--- config.mk ---
export PLATFORM = sky130hd
export DESIGN_NAME = unidade_controle_timeout
export DESIGN_NICKNAME = d
export VERILOG_FILES = /design/src/rtl/unidade_controle_timeout_pkg.sv /design/src/rtl/unidade_controle_timeout_contador_timeout.sv /design/src/rtl/unidade_controle_timeout.sv
export SDC_FILE = /design/constraint.sdc
export NUM_CORES = 1
export LEC_CHECK = 0
export ABC_AREA = 1
export CAP_MARGIN = 20
export CORE_MARGIN = 3
export CORE_UTILIZATION = 55
export CTS_BUF_LIST = sky130_fd_sc_hd__clkbuf_16
export CTS_CLUSTER_DIAMETER = 30
export DETAILED_ROUTE_END_ITERATION = 12
export MAX_ROUTING_LAYER = met4
export PLACE_DENSITY_LB_ADDON = 0.1
export SLEW_MARGIN = 20
export SYNTH_ARGS = -nofsm -noshare
export SYNTH_HDL_FRONTEND = slang
export SYNTH_SLANG_ARGS = --single-unit
--- constraint.sdc ---
create_clock -name clock -period 2.1 [get_ports clock]
set_input_delay 0.315 -clock clock [delete_from_list [all_inputs] [get_ports clock]]
set_output_delay 0.315 -clock clock [all_outputs]
set_load 0.02 [all_outputs]
--- src/rtl/unidade_controle_timeout_pkg.sv ---
// rtl/unidade_controle_timeout_pkg.sv - shared state codes and defaults for the memory-game control unit
package unidade_controle_timeout_pkg;

    localparam int TIMEOUT_CICLOS_PADRAO = 3000;

    // Codes are fixed because the 7-segment debug display decodes them directly.
    typedef enum logic [3:0] {
        INICIAL        = 4'b0000,
        PREPARACAO     = 4'b0001,
        INICIO_RODADA  = 4'b0010,
        ESPERA_JOGADA  = 4'b0011,
        REGISTRA       = 4'b0100,
        COMPARACAO     = 4'b0101,
        PROXIMO        = 4'b0110,
        PROXIMA_RODADA = 4'b0111,
        FIM_GANHOU     = 4'b1010,
        FIM_TIMEOUT    = 4'b1101,
        FIM_PERDEU     = 4'b1110
    } estado_t;

endpackage

--- src/rtl/unidade_controle_timeout_contador_timeout.sv ---
// rtl/unidade_controle_timeout_contador_timeout.sv - per-play inactivity timer, saturates at the last cycle
module contador_timeout #(
    parameter int TIMEOUT_CICLOS = 3000
) (
    input  logic clock,
    input  logic reset,
    input  logic zera,
    input  logic conta,
    output logic fim
);

    localparam int W = $clog2(TIMEOUT_CICLOS);
    localparam logic [W-1:0] ULTIMO = W'(TIMEOUT_CICLOS - 1);

    logic [W-1:0] contagem;

    always_ff @(posedge clock or negedge reset) begin
        if (!reset) begin
            contagem <= '0;
        end else if (zera) begin
            contagem <= '0;
        end else if (conta && !fim) begin
            contagem <= contagem + W'(1);
        end
    end

    assign fim = (contagem == ULTIMO);

endmodule

--- src/rtl/unidade_controle_timeout.sv ---
// rtl/unidade_controle_timeout.sv - Moore control FSM for the memory game with per-play timeout
module unidade_controle_timeout
    import unidade_controle_timeout_pkg::*;
#(
    parameter int TIMEOUT_CICLOS = TIMEOUT_CICLOS_PADRAO
) (
    input  logic       clock,
    input  logic       reset,
    input  logic       iniciar,
    input  logic       jogada,
    input  logic       igual,
    input  logic       enderecoIgualRodada,
    input  logic       fimR,
    output logic       zeraE,
    output logic       contaE,
    output logic       zeraR,
    output logic       contaR,
    output logic       registraR,
    output logic       pronto,
    output logic       ganhou,
    output logic       perdeu,
    output logic       db_timeout,
    output logic [3:0] db_estado
);

    estado_t estado;
    estado_t proximo_estado;
    logic    espera;
    logic    fim_timeout;

    assign espera = (estado == ESPERA_JOGADA);

    // Timer is held at zero outside espera_jogada so every play gets a full window.
    contador_timeout #(
        .TIMEOUT_CICLOS(TIMEOUT_CICLOS)
    ) u_contador_timeout (
        .clock (clock),
        .reset (reset),
        .zera  (~espera),
        .conta (espera),
        .fim   (fim_timeout)
    );

    always_ff @(posedge clock or negedge reset) begin
        if (!reset) begin
            estado <= INICIAL;
        end else begin
            estado <= proximo_estado;
        end
    end

    always_comb begin
        proximo_estado = INICIAL;
        case (estado)
            INICIAL:        proximo_estado = iniciar ? PREPARACAO : INICIAL;
            PREPARACAO:     proximo_estado = INICIO_RODADA;
            INICIO_RODADA:  proximo_estado = ESPERA_JOGADA;
            // A play arriving on the last timer cycle still counts.
            ESPERA_JOGADA: begin
                if (jogada)           proximo_estado = REGISTRA;
                else if (fim_timeout) proximo_estado = FIM_TIMEOUT;
                else                  proximo_estado = ESPERA_JOGADA;
            end
            REGISTRA:       proximo_estado = COMPARACAO;
            COMPARACAO: begin
                if (!igual)                             proximo_estado = FIM_PERDEU;
                else if (enderecoIgualRodada && fimR)   proximo_estado = FIM_GANHOU;
                else if (enderecoIgualRodada)           proximo_estado = PROXIMA_RODADA;
                else                                    proximo_estado = PROXIMO;
            end
            PROXIMO:        proximo_estado = ESPERA_JOGADA;
            PROXIMA_RODADA: proximo_estado = INICIO_RODADA;
            FIM_GANHOU:     proximo_estado = iniciar ? PREPARACAO : FIM_GANHOU;
            FIM_PERDEU:     proximo_estado = iniciar ? PREPARACAO : FIM_PERDEU;
            FIM_TIMEOUT:    proximo_estado = iniciar ? PREPARACAO : FIM_TIMEOUT;
            default:        proximo_estado = INICIAL;
        endcase
    end

    always_comb begin
        zeraE      = 1'b0;
        contaE     = 1'b0;
        zeraR      = 1'b0;
        contaR     = 1'b0;
        registraR  = 1'b0;
        pronto     = 1'b0;
        ganhou     = 1'b0;
        perdeu     = 1'b0;
        db_timeout = 1'b0;
        case (estado)
            PREPARACAO:     begin zeraE = 1'b1; zeraR = 1'b1; end
            INICIO_RODADA:  zeraE = 1'b1;
            REGISTRA:       registraR = 1'b1;
            PROXIMO:        contaE = 1'b1;
            PROXIMA_RODADA: contaR = 1'b1;
            FIM_GANHOU:     begin pronto = 1'b1; ganhou = 1'b1; end
            FIM_PERDEU:     begin pronto = 1'b1; perdeu = 1'b1; end
            FIM_TIMEOUT:    begin pronto = 1'b1; perdeu = 1'b1; db_timeout = 1'b1; end
            default:        ;
        endcase
    end

    assign db_estado = estado;

endmodule
# Word-level counts from Yosys, hierarchy flattened
# Cells that the tools add are included.
# W data, S select, Z words.
[word_totals] register_bits=16 inputBits=7 out_inout_bits=13 wordCells=45
[op_classes] n_addsub=1 eq_ne=12 muxes=21 n_reduce_logical=9
[op_table] op="$pmux W4 S9" count=1
[op_table] op="$mux W4" count=7
[op_table] op="$mux W12" count=2
[op_table] op="$eq A4 B3 Y1 const B" count=4
[op_table] op="$add A12 B1 Y12 const B" count=1
[op_table] op="$eq A12 B12 Y1 const B" count=1
[op_table] op="$eq A4 B4 Y1 const B" count=3
[op_table] op="$mux W1" count=11
[op_table] op="$eq A4 B2 Y1 const B" count=2
[op_table] op="$reduce_or A2 Y1" count=4
[op_table] op="$eq A4 B1 Y1 const B" count=1
[op_table] op="$logic_not A4 Y1" count=1
[op_table] op="$reduce_or A3 Y1" count=1
[op_table] op="$logic_and A1 B1 Y1" count=2
[op_table] op="$ne A2 B2 Y1 const B" count=1
[op_table] op="$logic_not A1 Y1" count=1

# Depth between registers and ports, before layout
# Gate-level depths: netlist (run 1).
[depth] ltp_word=5 mapped_depth=7 depth_no_buf=7

# By module
# Synthesis (run 1) repeated with hierarchy kept, for this count alone.
[hier_totals] hier_cells=192 hier_area_um2=1223.7
[modules_own_cells] module="contador_timeout" n_inst=1 cells_per_inst=121 area_each_um2=825.8 seq_area_each_um2=300.3
[modules_own_cells] module="unidade_controle_timeout" n_inst=1 cells_per_inst=71 area_each_um2=397.9 seq_area_each_um2=100.1

# Worst setup path before layout (run 1)
# Ideal clock, no wire load.
[synth_timing] path_kind="reg-to-output" start="register estado[1] (netlist: db_estado[1])" end="output port pronto" t_arrival_ns=1.227 required_time_ns=1.785 path_slack_ns=0.558 path_stages_with_launch=3 path_buffers=0 path_cell_list="dfrtp_1 -> nand2_2 -> o21ai_0"
[synth_via] elab_chain_cells=3 word_cells_on_any_way=5 cone_classes="3 x eq/ne; 1 x mux; 1 x reduce/logical"
[synth_lines] element="from (decl)" line_no="unidade_controle_timeout.sv:26" source="estado_t estado;"
[synth_lines] element="from (signal assigned)" line_no="unidade_controle_timeout.sv:48" source="estado <= proximo_estado;"
[synth_lines] element="$eq A4 B4 Y1" line_no="unidade_controle_timeout.sv:90" source="case (estado)"
[synth_lines] element="$reduce_or A3 Y1 (no line) (*)"
[synth_lines] element="$mux W1 (*)" line_no="unidade_controle_timeout.sv:90"
[synth_lines] element="to (decl)" line_no="unidade_controle_timeout.sv:19" source="output logic pronto,"
# Mark *: on every way between the ends. The rest lies on a longest branch, timed or not.

# Worst setup path in the final report (run 1)
[layout_timing] start="register estado[1] (netlist: db_estado[1])" end="output port zeraR"
[layout_via] elab_chain_cells=2
[layout_lines] element="$eq A4 B1 Y1" line_no="unidade_controle_timeout.sv:90"
[layout_lines] element="$mux W1" line_no="unidade_controle_timeout.sv:90"
[layout_lines] element="to (decl)" line_no="unidade_controle_timeout.sv:16" source="output logic zeraR,"
# Every way passes these cells.

==> metrics, run 1 <==
RSZ-0062 raised after global routing no; Peak VDD IR around 1.2 mV; Die Y about 51 um; num rows 15; Worst EP required 1.78 ns; post-CTS setup buffer count 0; 1st-iter DRT viols 79; maxcap violations 0; met2 WL roughly 1.3 mm; via/cell ratio between 5 and 6; H-tree Lvls 1; CTS Buf Count 3; Post-Syn Area 1090 um^2; #FFs+latches synth 16; Max Clock Freq between 0.5 and 0.6 GHz; drt drc 0; final core utilization just under 80%; pin count of the biggest net entering global routing 17; slew of the pin with the lowest slew margin about 0.30 ns; Root Buffer clkbuf_16; clk slew on worst S/H paths 0.05 ns; top-area cell type share of the netlist area roughly 37%; Final Wtd Congestion slightly above 0.9; CP arrival between 1.5 and 2 ns; nets about 200; Critical Setup Path Class reg2out; M1 wire length 1.23 mm; Yosys warnings 0; Final TNS setup 0 ns; gr usage total approximately a quarter; final setup fails 0; Final Skew about 0.0043 ns; final WL 2.82 mm; Vias 1133; Synth Area in Adders under 10%; synth unique cells 18; clock share of power 25.7%; initial antenna violation count 0; Final Power ~0.0015 W; share of cells above drive strength 1 between 10% and 20%; Crit Path Max Fanout 5; cell taking the most area after synthesis dfrtp_1; largest family of logic cells by synthesized area simple AND/OR/NAND/NOR gates; port buffer count 19; Slew headroom approximately four fifths; final hold viol count 0; Pint between 0.0008 and 0.0009 W; Bufs on Longest Clock Path 2; num ports 20; total congestion overflow 0; post-synthesis simple-gate area fraction 45.8%; global-route wire length before repair 4.59 mm; Die ar. 2550 um^2; Layout area overhead 28.8%; Seq pwr share between 20 and 30%; Final min period roughly 2.0 ns; Comb power frac roughly 45%; TritonRoute pass-1 iters 4; Diodes inserted 0; hold_buf cts 0; Synth Area in XOR/XNOR 1.61%; startpoint types flop; insertion delay to the later sink of the worst-skew pair about 0.25 ns; Synth Area in Compound Gates roughly 5%; Chip Width slightly above 50 um; endpoint type of the worst setup path output port; Core Region around 1800 um^2; Cells after Synth approximately 160; Power Density 1050 nW/um^2; DP Area about 1300 um^2; P_leak around 0.76 nW; Hold WC Path Type in2async; synth top area cells dfrtp_1 (37%), nand2_1 (16%), nor2_1 (7.9%); fin. max-slew vios 0; status finished clean; Sink Count 16; Avg Cell Area, Syn roughly 6.7 um^2; top sig layer met4; DR WL/cell between 10 and 15 um; hpwl dp 2.02 mm; Switch Pwr between 0.0006 and 0.0007 W; Initial Util between 60% and 70%; fin crit share a little over nine tenths; post-synthesis sequential area ratio between 30% and 40%; syn nets 171; CTS tree yes; mux contribution to synthesized area 0%; vias in the first global route between 1000 and 1500; Sw Share 41.7%; Detail Route Antenna Nets 0; met3 wire length 230 um; final instance area approximately 1400 um^2
==> layer usage <==
metal | up-vias | track usage (%)
li1 | 552 | -
met1 | 528 | 31.6
met2 | 47 | 37.8
met3 | 6 | 5.64
met4 | 0 | 9.42
met5 | - | -
==> what timing repair did <==
item	4_1_cts	5_1_grt
pin swaps	0	0
resized for setup	1	7
setup endpoints to repair	1	6
==> cell families (layout without fill, tap and decap cells) <==
family,count (synthesis),count (layout)
flip-flops,16,16
AO/OA/AOI/OAI,11,11
adder cells (fa/ha/maj),1,1
buffers and inverters,26,49
AND/OR/NAND/NOR,107,107
XOR/XNOR,2,2
==> worst max-delay path, stage by stage (launching register included) <==
cell             delay, ns
dfrtp_1               0.48
inv_2                 0.11
nand2_1               0.11
nor2_1                0.12
clkdlybuf4s50_1       0.60
==> synthesized netlist by cell type (all sizes together) <==
cell type / instances
nand2: 49
nor2: 34
inv: 25
dfrtp: 16
nand3: 15
a21oi: 8
nand4: 4
nor3: 3
o21ai: 3
nand3b: 2
xnor2: 2
buf: 1
ha: 1
==> registers in the layout, summed over array words and instances (netlist names) <==
signal / cells
u_contador_timeout.contagem: 12
db_estado: 4
==> cells in the final DEF, fill, tap and decap left out, drive strengths merged <==
cell type	Yosys	final
nand4	4	4
nand3b	2	2
dlygate4sd2	0	1
clkbuf	0	3
clkdlybuf4s50	0	13
nand2	49	49
o21ai	3	3
buf	1	1
clkinv	0	1
a21oi	8	8
ha	1	1
nor2	34	34
nor3	3	3
inv	25	25
dlymetal6s2s	0	5
xnor2	2	2
dfrtp	16	16
nand3	15	15
==> layout make-up <==
class	count	area, um^2
inverters	25	93.8
well taps	25	31.3
clock buffers	3	75.1
clock inverters	1	3.75
repair buffers	20	209
fillers	120	398
flip-flops and latches	16	402
multi-input cells	121	589
==> through the flow <==
step / hold slack (ns) / cells / setup WS [ns]
after floorplan: 0.0194 / 163 / 0.558
after global placement: 0.507 / 207 / 0.266
after detailed placement: 0.523 / 207 / 0.246
after CTS: 0.396 / 211 / 0.0153
after global routing: 0.410 / 211 / 0.0151
final: 0.383 / 211 / 0.107
==> worst paths after layout <==
| check | start | end | slack [ns] | cells after the start |
|---|---|---|---|---|
| max | db_estado[1]$_DFF_PN0_ | zeraR | 0.11 | 4 |
| min | reset | db_estado[2]$_DFF_PN0_ | 0.38 | 2 |
| max reg2reg | u_contador_timeout.contagem[0]$_DFFE_PN0P_ | db_estado[2]$_DFF_PN0_ | 0.74 | 7 |
| min reg2reg | u_contador_timeout.contagem[1]$_DFFE_PN0P_ | u_contador_timeout.contagem[1]$_DFFE_PN0P_ | 0.54 | 2 |
| max in group asynchronous | reset | db_estado[0]$_DFF_PN0_ | 1.51 | 2 |
| min in group clock | u_contador_timeout.contagem[1]$_DFFE_PN0P_ | u_contador_timeout.contagem[1]$_DFFE_PN0P_ | 0.54 | 2 |
==> power by group through the flow <==
| stage | registers (W) | clock network, W | logic, W |
|---|---|---|---|
| after floorplan | 0.000454 | 0 | 0.000396 |
| after global placement | 0.000419 | 0 | 0.000643 |
| after detailed placement | 0.000428 | 0 | 0.000656 |
| after CTS | 0.000423 | 0.000376 | 0.000663 |
| after global routing | 0.000436 | 0.000392 | 0.000726 |
| final | 0.000429 | 0.000379 | 0.000666 |
(Power assumes the default switching activity.)
==> run 2, diff against run 1 <==
--- a/config.mk
+++ b/config.mk
@@ -14,7 +14,6 @@
 export DETAILED_ROUTE_END_ITERATION = 12
 export MAX_ROUTING_LAYER = met4
 export PLACE_DENSITY_LB_ADDON = 0.1
-export SLEW_MARGIN = 20
 export SYNTH_ARGS = -nofsm -noshare
 export SYNTH_HDL_FRONTEND = slang
 export SYNTH_SLANG_ARGS = --single-unit
==> results of run 2 <==
No change in the layout: final DEF, timing and power equal those of run 1.
